[config.mk]
export PLATFORM = sky130hd
export DESIGN_NAME = wbaq_ctrl
export DESIGN_NICKNAME = d
export VERILOG_FILES = /design/src/rtl/wbaq_pkg.sv /design/src/rtl/wbaq_ptr.sv /design/src/rtl/wbaq_ctrl.sv
export SDC_FILE = /design/constraint.sdc
export NUM_CORES = 1
export LEC_CHECK = 0
export CAP_MARGIN = 15
export CORE_MARGIN = 2
export CORE_UTILIZATION = 51
export CTS_CLUSTER_SIZE = 16
export DETAILED_ROUTE_END_ITERATION = 6
export GPL_TIMING_DRIVEN = 0
export HOLD_SLACK_MARGIN = 0.08
export PLACE_DENSITY = 0.75
export SYNTH_ARGS = -nofsm -noshare
export SYNTH_HDL_FRONTEND = slang
export SYNTH_SLANG_ARGS = --single-unit
[constraint.sdc]
create_clock -name clk -period 8.7 [get_ports clk]
set_clock_uncertainty 0.15 [all_clocks]
set_input_delay 1.305 -clock clk [delete_from_list [all_inputs] [get_ports clk]]
set_output_delay 1.305 -clock clk [all_outputs]
set_load 0.01 [all_outputs]
[src/rtl/wbaq_pkg.sv]
// Shared types and constants for the writeback address queue (wbaq_ctrl).
package wbaq_pkg;

  localparam int WBAQ_DEPTH = 8;

  localparam int ADDR_W  = 32;
  localparam int DATA_W  = 64;
  localparam int SIZE_W  = 2;
  localparam int PTCID_W = 7;
  localparam int ENTRY_W = ADDR_W + DATA_W + SIZE_W + PTCID_W;

  typedef enum logic [1:0] {
    SZ_1B = 2'b00,
    SZ_2B = 2'b01,
    SZ_4B = 2'b10,
    SZ_8B = 2'b11
  } wbaq_size_e;

  typedef struct packed {
    logic [ADDR_W-1:0]  addr;
    logic [DATA_W-1:0]  data;
    logic [SIZE_W-1:0]  size;
    logic [PTCID_W-1:0] ptcid;
  } entry_t;

  // A load may only take data from a store of identical address and size.
  function automatic logic entry_match(input entry_t e,
                                       input logic [ADDR_W-1:0] addr,
                                       input logic [SIZE_W-1:0] size);
    return (e.addr == addr) && (e.size == size);
  endfunction

endpackage

[src/rtl/wbaq_ptr.sv]
// Wrapping queue pointer with increment enable and asynchronous clear.
module wbaq_ptr
  import wbaq_pkg::*;
#(
  parameter int DEPTH = WBAQ_DEPTH,
  parameter int PW    = $clog2(DEPTH)
) (
  input  logic          clk,
  input  logic          rst,
  input  logic          inc_i,
  output logic [PW-1:0] ptr_o
);

  logic [PW-1:0] ptr_q;
  logic [PW-1:0] ptr_d;

  // Next pointer: explicit wrap from DEPTH-1 back to slot 0.
  always_comb begin
    ptr_d = ptr_q;
    if (inc_i) begin
      ptr_d = (ptr_q == PW'(DEPTH - 1)) ? {PW{1'b0}} : (ptr_q + PW'(1));
    end else begin
      ptr_d = ptr_q;
    end
  end

  // Pointer register.
  always_ff @(posedge clk or posedge rst) begin
    if (rst) begin
      ptr_q <= {PW{1'b0}};
    end else begin
      ptr_q <= ptr_d;
    end
  end

  assign ptr_o = ptr_q;

endmodule

[src/rtl/wbaq_ctrl.sv]
// Writeback memory-write queue feeding the D-cache write port, with optional
// store-to-load forwarding enabled by the WBAQ_FWD_EN macro.
module wbaq_ctrl
  import wbaq_pkg::*;
#(
  parameter int DEPTH = WBAQ_DEPTH
) (
  input  logic                   clk,
  input  logic                   rst,
  input  logic                   enq_valid,
  input  logic [31:0]            enq_addr,
  input  logic [63:0]            enq_data,
  input  logic [1:0]             enq_size,
  input  logic [6:0]             enq_ptcid,
  output logic                   full,
  output logic                   empty,
  output logic [$clog2(DEPTH):0] count,
  output logic                   deq_valid,
  input  logic                   deq_ready,
  output logic [31:0]            deq_addr,
  output logic [63:0]            deq_data,
  output logic [1:0]             deq_size,
  output logic [6:0]             deq_ptcid,
  output logic                   ovf_err,
  input  logic [31:0]            fwd_addr,
  input  logic [1:0]             fwd_size,
  output logic                   fwd_hit,
  output logic [63:0]            fwd_data
);

  localparam int PW = $clog2(DEPTH);
  localparam int CW = PW + 1;

  logic [PW-1:0]    head_s;
  logic [PW-1:0]    tail_s;
  logic             do_enq_s;
  logic             do_deq_s;
  logic [DEPTH-1:0] enq_mask_s;
  logic [DEPTH-1:0] deq_mask_s;
  entry_t           enq_entry_s;
  entry_t           head_entry_s;

  logic [CW-1:0]    count_q, count_d;
  logic             full_q, full_d;
  logic             empty_q, empty_d;
  logic             ovf_q, ovf_d;
  logic [DEPTH-1:0] valid_q, valid_d;
  entry_t           mem_q [DEPTH];

  // Occupancy flags are registered, so a same-cycle dequeue never frees a full slot.
  assign do_enq_s = enq_valid & ~full_q;
  assign do_deq_s = ~empty_q & deq_ready;

  wbaq_ptr #(.DEPTH(DEPTH), .PW(PW)) u_head (
    .clk   (clk),
    .rst   (rst),
    .inc_i (do_deq_s),
    .ptr_o (head_s)
  );

  wbaq_ptr #(.DEPTH(DEPTH), .PW(PW)) u_tail (
    .clk   (clk),
    .rst   (rst),
    .inc_i (do_enq_s),
    .ptr_o (tail_s)
  );

  assign enq_entry_s = '{addr: enq_addr, data: enq_data, size: enq_size, ptcid: enq_ptcid};

  // Occupancy, flag and per-slot valid next-state.
  always_comb begin
    count_d = count_q;
    case ({do_enq_s, do_deq_s})
      2'b10:   count_d = count_q + CW'(1);
      2'b01:   count_d = count_q - CW'(1);
      default: count_d = count_q;
    endcase
    full_d     = (count_d == CW'(DEPTH));
    empty_d    = (count_d == CW'(0));
    ovf_d      = ovf_q | (enq_valid & full_q);
    enq_mask_s = do_enq_s ? (DEPTH'(1) << tail_s) : {DEPTH{1'b0}};
    deq_mask_s = do_deq_s ? (DEPTH'(1) << head_s) : {DEPTH{1'b0}};
    valid_d    = (valid_q | enq_mask_s) & ~deq_mask_s;
  end

  // Control state register.
  always_ff @(posedge clk or posedge rst) begin
    if (rst) begin
      count_q <= {CW{1'b0}};
      full_q  <= 1'b0;
      empty_q <= 1'b1;
      ovf_q   <= 1'b0;
      valid_q <= {DEPTH{1'b0}};
    end else begin
      count_q <= count_d;
      full_q  <= full_d;
      empty_q <= empty_d;
      ovf_q   <= ovf_d;
      valid_q <= valid_d;
    end
  end

  // Entry storage; stale payloads are harmless because every read is gated by valid.
  always_ff @(posedge clk) begin
    if (do_enq_s) begin
      mem_q[tail_s] <= enq_entry_s;
    end
  end

  assign head_entry_s = valid_q[head_s] ? mem_q[head_s] : '0;

  assign full      = full_q;
  assign empty     = empty_q;
  assign count     = count_q;
  assign ovf_err   = ovf_q;
  assign deq_valid = ~empty_q;
  assign deq_addr  = head_entry_s.addr;
  assign deq_data  = head_entry_s.data;
  assign deq_size  = head_entry_s.size;
  assign deq_ptcid = head_entry_s.ptcid;

`ifdef WBAQ_FWD_EN
  logic [PW-1:0] fwd_idx_s;
  logic          fwd_match_s;
  logic          fwd_hit_s;
  logic [63:0]   fwd_data_s;

  // Walk oldest to youngest so the last match seen wins.
  always_comb begin
    fwd_idx_s   = head_s;
    fwd_match_s = 1'b0;
    fwd_hit_s   = 1'b0;
    fwd_data_s  = 64'd0;
    for (int i = 0; i < DEPTH; i++) begin
      fwd_idx_s   = head_s + PW'(i);
      fwd_match_s = valid_q[fwd_idx_s] & entry_match(mem_q[fwd_idx_s], fwd_addr, fwd_size);
      fwd_hit_s   = fwd_hit_s | fwd_match_s;
      fwd_data_s  = fwd_match_s ? mem_q[fwd_idx_s].data : fwd_data_s;
    end
  end

  assign fwd_hit  = fwd_hit_s;
  assign fwd_data = fwd_data_s;
`else
  logic unused_fwd_s;

  assign unused_fwd_s = ^{fwd_addr, fwd_size};
  assign fwd_hit      = 1'b0;
  assign fwd_data     = 64'd0;
`endif

endmodule

======== After elaboration in Yosys (flattened, before gate mapping) ========
Memory sizes are Yosys's and may differ from the RTL's.
Index checks and enable logic that the tools add are counted.
storage, ports and cells
  register bits after elaboration ......... 21
  memory bits (writable) .................. 840
  input bits .............................. 143
  output and inout bits ................... 178
  memories ................................ 1
memories
  name   words  bits a word  rd ports  clocked after memory_dff  write ports  RTL line         text
  mem_q  8      105          1         0                         1            wbaq_ctrl.sv:48  entry_t mem_q [DEPTH];
operators by class
  add/sub/neg operators ................... 4
  $lt $le $gt $ge ......................... 1
  equality and inequality tests ........... 5
  shift-type cells ........................ 2
  muxes and demuxes ....................... 10
  bitwise logic cells ..................... 9
  reductions and logical operators ........ 1
operators with widths
  cell                                                number
  2-to-1 mux 105 bit                                  1
  2-to-1 mux 8 bit                                    2
  << shifter 1 x 3 -> 8 bit, first input constant     2
  AND 8 bit                                           1
  inverter 8 bit                                      1
  bitwise OR 8 bit                                    1
  one-hot mux 4 bit (2 select lines)                  1
  adder 3 x 1 -> 3 bit, second input constant         2
  == test 3 bit, second input constant                2
  2-to-1 mux 3 bit                                    2
  adder 4 x 1 -> 4 bit, second input constant         1
  == test 4 bit, second input constant                1
  logical NOT 4 bit                                   1
  < comparator 3 x 4 -> 1 bit, second input constant  1
  subtractor 4 x 1 -> 4 bit, second input constant    1
  AND 1 bit                                           3
  binary-select mux 1 bit (select 3 bit)              1
  2-to-1 mux 1 bit                                    3
  == test 2 x 1 -> 1 bit, second input constant       1
  == test 2 bit, second input constant                1
  inverter 1 bit                                      2
  bitwise OR 1 bit                                    1

======== Longest topological paths before layout ========
Gate-level depths: netlist of the first run.
  word-level depth ........................ 5
  gate-level depth with buffers ........... 11
  mapped depth without buffers ............ 10

======== Hierarchy ========
Synthesis of the first run repeated with hierarchy kept, for this count alone.
second synthesis, totals
  cell total of the unflattened synthesis .. 1632
  area, all modules ....................... 33532.2 µm²
modules (own cells, without submodules)
  module     instances  cells an instance  area each (µm²)  seq. area each (µm²)
  wbaq_ctrl  1          1608               33244.4          25600.8
  wbaq_ptr   2          12                 143.9            75.1

======== Least setup slack after synthesis of the first run ========
Ideal clock, no wire load.
  path kind ............................... input port to flip-flop
  start point ............................. in enq_valid
  end point ............................... mem mem_q[0][0] (netlist bit), enable pin
  setup time .............................. 697 ps
  data arrival time ....................... 9076 ps
  path slack .............................. -1223 ps
  stages on the path ...................... 4
  buffers on the path ..................... 1
  cell sequence ........................... nor2b_1 -> clkbuf_1 -> nand2_1 -> nor3_1
between the ends
  cells in the longest elaborated chain, start to end .. 3
ends and longest elaborated chain
  item                                    RTL line          text
  from (decl)                             wbaq_ctrl.sv:10   input logic enq_valid,
  AND 1 bit                               wbaq_ctrl.sv:51   assign do_enq_s = enq_valid & ~full_q;
  2-to-1 mux 1 bit                        wbaq_ctrl.sv:105  if (do_enq_s) begin
  2-to-1 mux 1 bit (not written as such)  wbaq_ctrl.sv:106  mem_q[tail_s] <= enq_entry_s;
  to (decl)                               wbaq_ctrl.sv:48
Every way passes these cells.

======== Worst setup path after layout of the first run ========
  start point ............................. reg u_head.ptr_q[1] (netlist: u_head.ptr_o[1])
  end point ............................... out deq_ptcid[6]
between the ends
  cells in the longest elaborated chain, start to end .. 3
ends and longest elaborated chain
  item                                    RTL line          text
  from (decl)                             wbaq_ptr.sv:14    logic [PW-1:0] ptr_q;
  from (signal assigned)                  wbaq_ptr.sv:30    ptr_q <= {PW{1'b0}};
  from (signal assigned)                  wbaq_ptr.sv:32    ptr_q <= ptr_d;
  binary-select mux 1 bit (select 3 bit)  wbaq_ctrl.sv:110  assign head_entry_s = valid_q[head_s] ? mem_q[head_s] : '0;
  2-to-1 mux 1 bit (not written as such)  wbaq_ctrl.sv:110
  2-to-1 mux 105 bit *                    wbaq_ctrl.sv:110
  to (decl)                               wbaq_ctrl.sv:23   output logic [6:0] deq_ptcid,
Mark *: on every way between the ends. The rest lies on a longest branch, timed or not. The select of a mux whose other input is x is not followed.

==> results by group, run 1 <==
Run status
  – Run status: completed

Final layout
  – Area of the multi-input gates: 6970 um2
  – Filler cells: 4400
  – Count of placed standard cells in the final layout, fillers left out: 2981
  – Leading cell type in the layout, fill and taps excluded: sky130_fd_sc_hd__edfxtp_1
  – FF/Latch Area: 25750 um2
  – Final Core Density: 0.6323
  – Area growth from synthesis to layout: 22.42%
  – Final net count: 2206
  – Commonest non-fill, non-tap cells in the layout: sky130_fd_sc_hd__edfxtp_1, sky130_fd_sc_hd__clkdlybuf4s50_1, sky130_fd_sc_hd__nand2_1
  – Layout cell share with drive strength beyond 1: 0.2360

Synth
  – Count of yosys warnings during synthesis: 0
  – Post-synthesis cell count: 1632
  – XOR/XNOR Fraction of Synth Area: 0.001050
  – Largest family of logic cells by synthesized area: multiplexers
  – Cell type with the highest aggregate area in the netlist: sky130_fd_sc_hd__edfxtp_1
  – Fraction of post-synthesis cell area in the top cell type by area: 0.7562
  – Synth top area cells: sky130_fd_sc_hd__edfxtp_1, sky130_fd_sc_hd__mux4_2, sky130_fd_sc_hd__nand2_1
  – Synthesized-area fraction occupied by and/or/nand/nor cells: 0.02843
  – Flops & latches, synth: 861
  – Synth Area in Compound Gates: 0.02074
  – Synth cell types: 31
  – Share of cell area taken by muxes after synthesis: 0.1441
  – Sequential share of the synthesized area: 0.7720
  – Area of the mapped netlist: about 33000 um2
  – Post-Synth Adder-Cell Area: 0.005251
  – Mean post-synth cell area: between 20 and 25 um2

STA
  – Hold Violations, Final: 0
  – Slew headroom: 0.2499
  – Unrepaired setup endpoints after global routing: false
  – Highest clock frequency the design can meet: just under 200 MHz
  – Slew at the pin closest to its max-slew limit: approximately 1.1 ns
  – Final critical path time including I/O delays and setup: slightly above 5 ns
  – Final cycle utilization of the critical path: 0.5807
  – Number of failing setup endpoints in the final timing report: 0
  – Max Slew Vio Count: 0
  – Worst Slack Setup Final: 3.648 ns

Placement
  – Number of cells after detailed placement: 2816
  – Buffers added on ports: roughly 220
  – HPWL after DPL: 46.54 mm
  – Worst slack at placement: approximately 4.0 ns
  – Final RePlAce weighted congestion: 0.7276

Setup path
  – Setup Crit Path Kind: register to output port
  – Startpoint Class: register
  – Cells along the critical path: buf_2 -> buf_2 -> buf_1 -> mux4_2 -> nand2_1 -> a21oi_1 -> clkdlybuf4s50_1
  – R2R depth: 6
  – Largest stage delay on the critical path: 0.64 ns
  – Largest delay share family, worst path: buffers and inverters
  – Critical path's most frequent cell: sky130_fd_sc_hd__buf_2
  – Crit-path max FO: 10
  – Cell with the biggest individual delay on the critical path: sky130_fd_sc_hd__buf_1
  – Type of destination of the critical path: output port
  – Launching point of the worst reg2reg path: full
  – Crit Reg-Reg Endpoint: mem_q[5][50]
  – Critical path arrival: roughly 3.6 ns
  – Buffers & Inverters on Critical Path: 4
  – Required time at the worst-slack endpoint: 7.24 ns
  – Register-to-Register Setup Slack: approximately 5.4 ns

Floorplan
  – Floorplan Core Area: roughly 65000 um2
  – Cell Rows: 93
  – Total die area: 67470 um2
  – Height of the chip: 259.7 um
  – IO Pins: 321
  – Starting Density: 0.5165
  – Die X-Extent: ~260 um

Route
  – Length of the first detailed-routing pass in iterations: 5
  – Routed wire per std cell: 24.73 um
  – DRC violation count after routing: 0
  – Via count of the routed design: 16860
  – Violation count after the first detailed-routing iteration: 1514
  – Via density: 5.654
  – Wirelength, routed: 73.71 mm
  – Antenna-violating nets left: 0

Clock network
  – CTS tree: built
  – Number of buffers created by CTS: 86
  – Clock latency on the worst-skew pair: 0.61 ns
  – Clock transition at the registers of the reported paths: 0.06 ns
  – Maximum level of the CTS H-tree: 3
  – Cell chosen for the clock root: sky130_fd_sc_hd__clkbuf_16
  – Maximum number of buffers from clock root to sink: 3
  – Resize count post-CTS: 0
  – Clk sinks: approximately 860
  – Post-CTS Setup Repair Bufs: 0
  – Number of hold-repair buffers added at the cts stage: 0

Run
  – Maxcap violations: 0

Global routing
  – First-pass GRT wire length: approximately 110 mm
  – Largest net degree at the start of global routing: 28
  – Total Routing Usage GR: 0.2229
  – Number of antenna violations at the first check in global routing: 12
  – Congestion Overflow GR: 0
  – Number of global-route vias before repair: 17700

Power and ir drop
  – Switching power as a share of total power: 0.3110
  – Combinational fraction of design power: 0.360
  – Internal portion of total power: 9.814 mW
  – Total design power: 14.24 mW
  – Switching power of the nets: around 4.4 mW
  – Cell area power density: 348.8 nW/um2
  – Leakage power total: 13.51 nW
  – Peak supply drop: 0.2574 mV
  – Clock network fraction of total power: 0.263
  – Sequential cell fraction of total power: 0.377

Min path
  – Hold WC Path Type: register to register
  – Hold Path Origin: ovf_err
  – Worst hold path cell count: 1
  – Endpoint of the worst hold-timing path: ovf_err
## power by group through the flow
stage	Sequential (mW)	Clock (mW)	Combinational, mW
2_1_floorplan	5.50	0	2.83
3_3_place_gp	5.61	0	4.89
3_5_place_dp	5.45	0	5.19
4_1_cts	5.37	3.81	5.23
5_1_grt	5.41	3.97	5.52
6_report	5.37	3.75	5.12
## worst max-delay path by stage
stage	start	end	slack, ns	depth (start not counted)
finish	u_head.ptr_o[1]	deq_ptcid[6]	3.65	7
global route	u_head.ptr_o[1]	deq_data[0]	3.47	7
CTS	u_head.ptr_o[2]	deq_addr[10]	3.58	6
detailed placement	enq_valid	mem_q[5][49]	3.97	7
global placement	enq_valid	mem_q[1][55]	-3.51	5
floorplan	enq_valid	mem_q[2][0]	1.60	4
## kinds of logic after synthesis
logic type,count (synthesis)
xor gates and xnor gates,4
muxes,214
buffers and inverters,161
and+or+nand+nor,243
adders and majority gates,14
other,1
DFF,861
AOI/OAI and AO/OA,134
## cell usage after synthesis
cell,count
sky130_fd_sc_hd__nor3b_1,2
sky130_fd_sc_hd__conb_1,1
sky130_fd_sc_hd__buf_4,83
sky130_fd_sc_hd__inv_2,1
sky130_fd_sc_hd__edfxtp_1,840
sky130_fd_sc_hd__nand2b_1,1
sky130_fd_sc_hd__buf_1,16
sky130_fd_sc_hd__a21boi_0,1
sky130_fd_sc_hd__ha_1,14
sky130_fd_sc_hd__a21oi_1,117
sky130_fd_sc_hd__mux2i_4,1
sky130_fd_sc_hd__dfstp_2,1
sky130_fd_sc_hd__nor2b_1,2
sky130_fd_sc_hd__o2111ai_1,1
sky130_fd_sc_hd__a31oi_1,7
sky130_fd_sc_hd__buf_2,22
sky130_fd_sc_hd__nor3_1,5
sky130_fd_sc_hd__clkbuf_1,28
sky130_fd_sc_hd__inv_1,11
sky130_fd_sc_hd__nand3b_1,2
sky130_fd_sc_hd__nand4_1,1
sky130_fd_sc_hd__o311ai_0,1
sky130_fd_sc_hd__o21ai_0,6
sky130_fd_sc_hd__xnor2_1,4
sky130_fd_sc_hd__or3_1,2
sky130_fd_sc_hd__mux4_2,212
sky130_fd_sc_hd__mux2_2,1
sky130_fd_sc_hd__nor2_1,10
sky130_fd_sc_hd__a21o_1,1
sky130_fd_sc_hd__dfrtp_1,20
sky130_fd_sc_hd__nand2_1,218
## per-stage QoR
step	cell area, um2	TNS (ns)	hold WS [ns]
after floorplan	33610	0	0.3359
after global placement	36890	-2699.15	0.2911
after detailed placement	37940	0	0.3253
after CTS	40820	0	0.3379
after global routing	40820	0	0.3557
final	40840	0	0.3288
## final cells by class
type,count,share of cell area
inverter,12,0.001103
antenna,7,0.0004290
multi-input combinational,674,0.1707
sequential,861,0.6306
clock buffer,105,0.05601
tap,855,0.02620
clock inverter,53,0.01440
timing repair buffer,265,0.07856
buffer,149,0.02200
## routing by layer
layer,GRT usage,vias up,routed length [um]
li1,-,7293,-
met1,0.2850,8694,27680
met2,0.3785,737,37670
met3,0.05595,120,6617
met4,0.06817,12,1666
met5,0,-,78
## flip-flops by register name, indices dropped and copies added (netlist names)
signal / flops
empty: 1
mem_q: 840
full: 1
u_tail.ptr_o: 3
valid_q: 8
count: 4
u_head.ptr_o: 3
ovf_err: 1
Note: power is estimated with default switching activity, not from simulation.
==> run 2: changes to the inputs <==
Clock period 8.7 ns to 4.5 ns, I/O delays scaled along.
==> results by group, run 2 (synthesis results as in run 1) <==
Setup path
  – Crit-path max FO: 10 (unchanged)
  – Critical path's most frequent cell: sky130_fd_sc_hd__buf_2 (unchanged)
  – R2R depth: 8 (was 6)
  – Register-to-Register Setup Slack: 1.24 ns (was 5.43 ns)
  – Critical path arrival: 3.54 ns (was 3.60 ns)
  – Critical path launch point: u_head.ptr_o[1] (unchanged)
  – Startpoint Class: register (unchanged)
  – Type of destination of the critical path: output port (unchanged)
  – Largest stage delay on the critical path: 0.64 ns (about the same)
  – Setup Crit Path Kind: register to output port (unchanged)
  – Cells along the critical path: buf_2 -> buf_2 -> buf_1 -> mux4_2 -> nand2_1 -> a21oi_1 -> clkdlybuf4s50_1 (unchanged)
  – Cell with the biggest individual delay on the critical path: sky130_fd_sc_hd__buf_1 (unchanged)
  – Launching point of the worst reg2reg path: full (unchanged)
  – Required time at the worst-slack endpoint: 3.67 ns (was 7.24 ns)
  – Crit Reg-Reg Endpoint: mem_q[4][49] (was mem_q[5][50])

Route
  – Wirelength, routed: 72.21 mm (was 73.71 mm)
  – Via count of the routed design: 16750 (was 16860)
  – Length of the first detailed-routing pass in iterations: 5 (unchanged)
  – Routed wire per std cell: 24.45 um (was 24.73 um)
  – Via density: 5.672 (was 5.654)
  – Antenna-violating nets left: 0 (unchanged)
  – DRC violation count after routing: 0 (unchanged)
  – Violation count after the first detailed-routing iteration: 1597 (was 1514)

STA
  – Final critical path time including I/O delays and setup: 4.361 ns
  – Highest clock frequency the design can meet: 229.3 MHz
  – Max Slew Vio Count: 0 (unchanged)
  – Worst-case hold slack: 0.3110 ns (was 0.3288 ns)
  – Slew headroom: 0.2640 (was 0.2499)
  – Final cycle utilization of the critical path: 0.9691
  – Hold Violations, Final: 0 (unchanged)
  – Unrepaired setup endpoints after global routing: false (unchanged)
  – Number of failing setup endpoints in the final timing report: 0 (unchanged)
  – Slew at the pin closest to its max-slew limit: 1.104 ns (was 1.125 ns)
  – Worst Slack Setup Final: 0.1391 ns (was 3.648 ns)

Final layout
  – Max reg flops: 840 (unchanged)
  – Leading cell type in the layout, fill and taps excluded: sky130_fd_sc_hd__edfxtp_1 (unchanged)
  – Commonest non-fill, non-tap cells in the layout: sky130_fd_sc_hd__edfxtp_1, sky130_fd_sc_hd__clkdlybuf4s50_1, sky130_fd_sc_hd__nand2_1 (unchanged)
  – Area growth from synthesis to layout: 21.33% (was 22.42%)
  – Layout cell share with drive strength beyond 1: 0.2308 (was 0.2360)
  – Register bank with the most flops: mem_q (unchanged)
  – Final net count: 2203 (was 2206)
  – Area of the multi-input gates: 6970 um2 (unchanged)
  – FF/Latch Area: 25750 um2 (unchanged)
  – Count of placed standard cells in the final layout, fillers left out: 2953 (was 2981)
  – Filler cells: 4395 (was 4400)

Run status
  – Run status: completed (unchanged)

Clock network
  – Cell chosen for the clock root: sky130_fd_sc_hd__clkbuf_16 (unchanged)
  – Number of buffers created by CTS: 83 (was 86)
  – Maximum number of buffers from clock root to sink: 3 (unchanged)
  – Clk sinks: 861 (unchanged)
  – CTS tree: built (unchanged)
  – Clock transition at the registers of the reported paths: 0.06 ns (about the same)
  – Clock latency on the worst-skew pair: 0.62 ns (was 0.61 ns)
  – Maximum level of the CTS H-tree: 3 (unchanged)
  – Post-CTS Setup Repair Bufs: 0 (unchanged)

Power and ir drop
  – Leakage power total: 13.36 nW (was 13.51 nW)
  – Cell area power density: 662.2 nW/um2 (was 348.8 nW/um2)
  – Peak supply drop: 0.4676 mV (was 0.2574 mV)
  – Total design power: 26.80 mW (was 14.24 mW)

Floorplan
  – Total die area: 67470 um2 (unchanged)
  – Die X-Extent: 259.7 um (unchanged)
  – Height of the chip: 259.7 um (unchanged)
  – Floorplan Core Area: 64580 um2 (unchanged)
  – Starting Density: 0.5165 (unchanged)
  – Cell Rows: 93 (unchanged)
  – IO Pins: 321 (unchanged)

Min path
  – Endpoint of the worst hold-timing path: ovf_err (unchanged)
  – Hold Path Origin: ovf_err (unchanged)
  – Hold WC Path Type: register to register (unchanged)
  – Worst hold path cell count: 1 (unchanged)

Global routing
  – Number of antenna violations at the first check in global routing: 6 (was 12)
  – Number of global-route vias before repair: 17250 (was 17700)
  – Total Routing Usage GR: 0.2179 (was 0.2229)
  – Largest net degree at the start of global routing: 25 (was 28)
  – First-pass GRT wire length: 107.8 mm (was 110.4 mm)
  – Congestion Overflow GR: 0 (unchanged)

Placement
  – Buffers added on ports: 221 (unchanged)
  – Final RePlAce weighted congestion: 0.7340 (was 0.7276)
  – Number of cells after detailed placement: 2816 (unchanged)
  – Worst slack at placement: 0.4409 ns (was 3.972 ns)
  – HPWL after DPL: 46.41 mm (was 46.54 mm)

Run
  – Maxcap violations: 0 (unchanged)
-- run 2: area by class of cell --
class	count	area share
antenna	1	0.00006183
sequential	861	0.6363
inverter	12	0.001113
clock buffer	107	0.05689
multi-input combinational	674	0.1722
buffer	149	0.02229
clock inverter	29	0.005812
tap	855	0.02643
timing repair buffer	265	0.07890
-- run 2: power breakdown --
part	internal, mW	leakage (nW)	total [mW]	switching, mW
clock	3.80	1.25	6.54	2.73
sequential	10.1	7.88	10.4	0.308
combinational	4.58	4.24	9.89	5.31
-- run 2: worst max-delay path, delay by kind of cell (launching register included) --
kind / cells / cell delay, ns
compound gates: 1 / 0.28
buf+inv: 4 / 1.86
flops: 1 / 0.38
mux: 1 / 0.34
simple gates: 1 / 0.06
-- run 2: through the flow --
step	setup TNS (ns)	instance area [um2]	utilization
floorplan	-106.10	33640	-
global placement	-2843.35	36920	0.5717
detailed placement	0	37930	0.5873
CTS	0	40470	0.6266
global route	0	40470	0.6266
finish	0	40470	0.6267
-- run 2: worst max-delay path by stage --
stage,endpoint,slack [ns],cells after the start
finish,deq_addr[11],0.14,7
CTS,deq_data[50],0.07,7
global route,deq_data[0],0.007,5
floorplan,mem_q[2][0],-0.17,4
global placement,mem_q[3][68],-3.59,5
detailed placement,mem_q[4][68],0.44,9
-- run 2: repair_timing --
item	4_1_cts	5_1_grt
setup endpoints to repair	1	1
resized for setup	1	1
hold buffers	0	0
endpoints found under the hold margin	0	0
-- run 2: routing by layer --
metal | part of all wire | GRT usage | vias up
met3 | 0.080 | 0.04513 | 99
li1 | - | - | 7254
met1 | 0.39 | 0.2936 | 8656
met4 | 0.019 | 0.05779 | 10
met2 | 0.51 | 0.3653 | 729
met5 | 0.00090 | 0 | -
==> run 3: changes to the inputs <==
Settings changed: CORE_UTILIZATION 51 to 52, PLACE_DENSITY 0.75 to 0.76, SYNTH_HIERARCHICAL set to 1.
==> results by group, run 3 <==
Run status
  – Run status: completed (unchanged)

Synth
  – Post-synthesis cell count: 1632 (unchanged)
  – Fraction of post-synthesis cell area in the top cell type by area: 0.7522 (was 0.7562)
  – Mean post-synth cell area: 20.55 um2 (was 20.44 um2)
  – Synth async-reset ratio: 0.02439 (unchanged)
  – Count of flip-flops with a built-in enable after synthesis: 840 (unchanged)
  – Most frequent cell after synthesis: sky130_fd_sc_hd__edfxtp_1 (unchanged)
  – Synth top area cells: sky130_fd_sc_hd__edfxtp_1, sky130_fd_sc_hd__mux4_2, sky130_fd_sc_hd__buf_4 (was sky130_fd_sc_hd__edfxtp_1, sky130_fd_sc_hd__mux4_2, sky130_fd_sc_hd__nand2_1)
  – Top cell types by occurrence after synthesis: sky130_fd_sc_hd__edfxtp_1, sky130_fd_sc_hd__mux4_2, sky130_fd_sc_hd__nand2_1 (was sky130_fd_sc_hd__edfxtp_1, sky130_fd_sc_hd__nand2_1, sky130_fd_sc_hd__mux4_2)
  – Synth cell types: 38 (was 31)
  – Area of the mapped netlist: 33530 um2 (was 33360 um2)
  – Sequential share of the synthesized area: 0.7679 (was 0.7720)
  – Flops & latches, synth: 861 (unchanged)
  – Cell type with the highest aggregate area in the netlist: sky130_fd_sc_hd__edfxtp_1 (unchanged)
  – Flip-flop cell with the highest count after synthesis: sky130_fd_sc_hd__edfxtp_1 (unchanged)
  – Count of yosys warnings during synthesis: 6 (was 0)

Setup path
  – Required time at the worst-slack endpoint: 3.67 ns (about the same)
  – Setup Crit Path Kind: register to output port (unchanged)
  – Crit-path max FO: 11 (was 10)
  – Largest stage delay on the critical path: 0.62 ns (was 0.64 ns)
  – Startpoint Class: register (unchanged)
  – Critical path arrival: 3.53 ns (was 3.54 ns)
  – Cells along the critical path: buf_4 -> buf_2 -> clkbuf_1 -> mux4_2 -> nand3_1 -> o21ai_0 -> clkdlybuf4s50_1 (was buf_2 -> buf_2 -> buf_1 -> mux4_2 -> nand2_1 -> a21oi_1 -> clkdlybuf4s50_1)
  – Cell with the biggest individual delay on the critical path: sky130_fd_sc_hd__clkdlybuf4s50_1 (was sky130_fd_sc_hd__buf_1)
  – Type of destination of the critical path: output port (unchanged)

Placement
  – Worst slack at placement: 0.1549 ns (was 0.4409 ns)
  – Final RePlAce weighted congestion: 0.7270 (was 0.7340)
  – Buffers added on ports: 221 (unchanged)
  – Number of cells after detailed placement: 2810 (was 2816)
  – HPWL after DPL: 46.14 mm (was 46.41 mm)

Route
  – Wirelength, routed: 73.65 mm (was 72.21 mm)
  – Via count of the routed design: 17020 (was 16750)
  – Antenna-violating nets left: 0 (unchanged)
  – Violation count after the first detailed-routing iteration: 1367 (was 1597)
  – Length of the first detailed-routing pass in iterations: 5 (unchanged)
  – Routed wire per std cell: 24.77 um (was 24.45 um)
  – Via density: 5.724 (was 5.672)
  – DRC violation count after routing: 0 (unchanged)

STA
  – Max Slew Vio Count: 0 (unchanged)
  – Summed negative setup slack over all endpoints: 0 ns (unchanged)
  – Hold Violations, Final: 0 (unchanged)
  – Highest clock frequency the design can meet: 229.8 MHz (was 229.3 MHz)
  – Final critical path time including I/O delays and setup: 4.351 ns (was 4.361 ns)
  – Number of failing setup endpoints in the final timing report: 0 (unchanged)
  – Slew at the pin closest to its max-slew limit: 1.039 ns (was 1.104 ns)
  – Unrepaired setup endpoints after global routing: false (unchanged)
  – Final cycle utilization of the critical path: 0.9670 (was 0.9691)
  – Worst Slack Setup Final: 0.1487 ns (was 0.1391 ns)
  – Slew headroom: 0.3048 (was 0.2640)

Final layout
  – Final Core Density: 0.6354 (was 0.6267)
  – Area growth from synthesis to layout: 21.50% (was 21.33%)
  – Commonest non-fill, non-tap cells in the layout: sky130_fd_sc_hd__edfxtp_1, sky130_fd_sc_hd__clkdlybuf4s50_1, sky130_fd_sc_hd__mux4_2 (was sky130_fd_sc_hd__edfxtp_1, sky130_fd_sc_hd__clkdlybuf4s50_1, sky130_fd_sc_hd__nand2_1)
  – Final net count: 2192 (was 2203)
  – Max reg flops: 840 (unchanged)
  – Register bank with the most flops: mem_q (unchanged)
  – Layout cell share with drive strength beyond 1: 0.2420 (was 0.2308)
  – Count of placed standard cells in the final layout, fillers left out: 2974 (was 2953)
  – Leading cell type in the layout, fill and taps excluded: sky130_fd_sc_hd__edfxtp_1 (unchanged)

Floorplan
  – Floorplan Core Area: 64120 um2 (was 64580 um2)
  – Height of the chip: 257.9 um (was 259.7 um)
  – Starting Density: 0.5230 (was 0.5165)
  – Die X-Extent: 257.9 um (was 259.7 um)
  – IO Pins: 321 (unchanged)
  – Cell Rows: 93 (unchanged)
  – Total die area: 66530 um2 (was 67470 um2)

Clock network
  – Clock transition at the registers of the reported paths: 0.06 ns (about the same)
  – Clock latency on the worst-skew pair: 0.61 ns (was 0.62 ns)
  – CTS tree: built (unchanged)
  – Clk sinks: 861 (unchanged)
  – Maximum number of buffers from clock root to sink: 3 (unchanged)
  – Number of hold-repair buffers added at the cts stage: 0 (unchanged)
  – Post-CTS Setup Repair Bufs: 0 (unchanged)
  – Number of buffers created by CTS: 86 (was 83)
  – Maximum level of the CTS H-tree: 3 (unchanged)
  – Cell chosen for the clock root: sky130_fd_sc_hd__clkbuf_16 (unchanged)

Min path
  – Hold WC Path Type: input pin to asynchronous set/reset pin (was register to register)

Power and ir drop
  – Leakage power total: 13.36 nW (about the same)
  – Peak supply drop: 0.4830 mV (was 0.4676 mV)
  – Cell area power density: 685.4 nW/um2 (was 662.2 nW/um2)
  – Total design power: 27.93 mW (was 26.80 mW)

Global routing
  – First-pass GRT wire length: 109.8 mm (was 107.8 mm)
  – Congestion Overflow GR: 0 (unchanged)
  – Total Routing Usage GR: 0.2225 (was 0.2179)
  – Number of antenna violations at the first check in global routing: 13 (was 6)
  – Number of global-route vias before repair: 17760 (was 17250)
  – Largest net degree at the start of global routing: 27 (was 25)

Run
  – Maxcap violations: 0 (unchanged)
==> run 3: logic make-up after synthesis <==
| logic type | count (synthesis) | share of synthesized area |
|---|---|---|
| AOI/OAI and AO/OA | 124 | 0.01981 |
| xor gates and xnor gates | 4 | 0.001045 |
| adders and majority gates | 7 | 0.002612 |
| buffers and inverters | 171 | 0.03146 |
| DFF | 861 | 0.7679 |
| muxes | 217 | 0.1441 |
| other | 1 | 0.0001118 |
| and+or+nand+nor | 247 | 0.03295 |
==> run 3: path summary, 6_finish.rpt <==
kind                            startpoint         endpoint  slack, ns  depth (start not counted)
setup / recovery           u_head/ptr_o[1]     deq_data[43]       0.15                          7
hold / removal                         rst  u_head/ptr_o[2]       0.16                          2
setup reg to reg                      full     mem_q[0][51]       1.38                          6
hold reg to reg                    ovf_err          ovf_err       0.31                          1
max in group asynchronous              rst          ovf_err       3.43                          2
min in group clk                   ovf_err          ovf_err       0.31                          1
==> run 3: power breakdown <==
group / total [mW] / internal, mW / leakage [nW] / switching, mW
logic: 10.5 / 4.77 / 4.12 / 5.69
clock network: 7.00 / 4.10 / 1.36 / 2.90
registers: 10.5 / 10.1 / 7.88 / 0.336
total: 27.9 / 19.0 / 13.4 / 8.92
==> run 3: per-stage QoR <==
stage          instance area (um2)  hold slack, ns
2_1_floorplan                33790          0.2786
3_3_place_gp                 37070          0.2896
3_5_place_dp                 37970          0.2969
4_1_cts                      40720          0.1200
5_1_grt                      40730          0.1489
6_report                     40740          0.1585
==> run 3: repair_timing <==
action / 4_1_cts / 5_1_grt
endpoints found under the hold margin: 0 / 0
endpoints found under the setup margin: 95 / 0
gates resized for setup: 0 / 0
==> run 3: critical path, delay by kind of cell, from the launching register on <==
kind | cells | cell delay (ns)
buf+inv | 4 | 1.91
compound gates | 1 | 0.20
flops | 1 | 0.38
mux | 1 | 0.33
simple gates | 1 | 0.07
==> run 3: area by class of cell <==
class	count	area [um2]
Antenna cell	7	17.52
Buffer	160	1013
Clock buffer	105	2266
Clock inverter	53	496.7
Fill cell	4314	23370
Inverter	10	37.54
Multi-Input combinational cell	664	7034
Sequential cell	861	25750
Tap cell	855	1070
Timing Repair Buffer	259	3055
==> run 3: layer usage <==
layer | wire, um | up-vias | GRT usage
li1 | - | 7376 | -
met2 | 38080 | 688 | 0.3829
met4 | 1626 | 12 | 0.06872
met5 | 76 | - | 0
met3 | 5898 | 116 | 0.05369
met1 | 27970 | 8830 | 0.2818
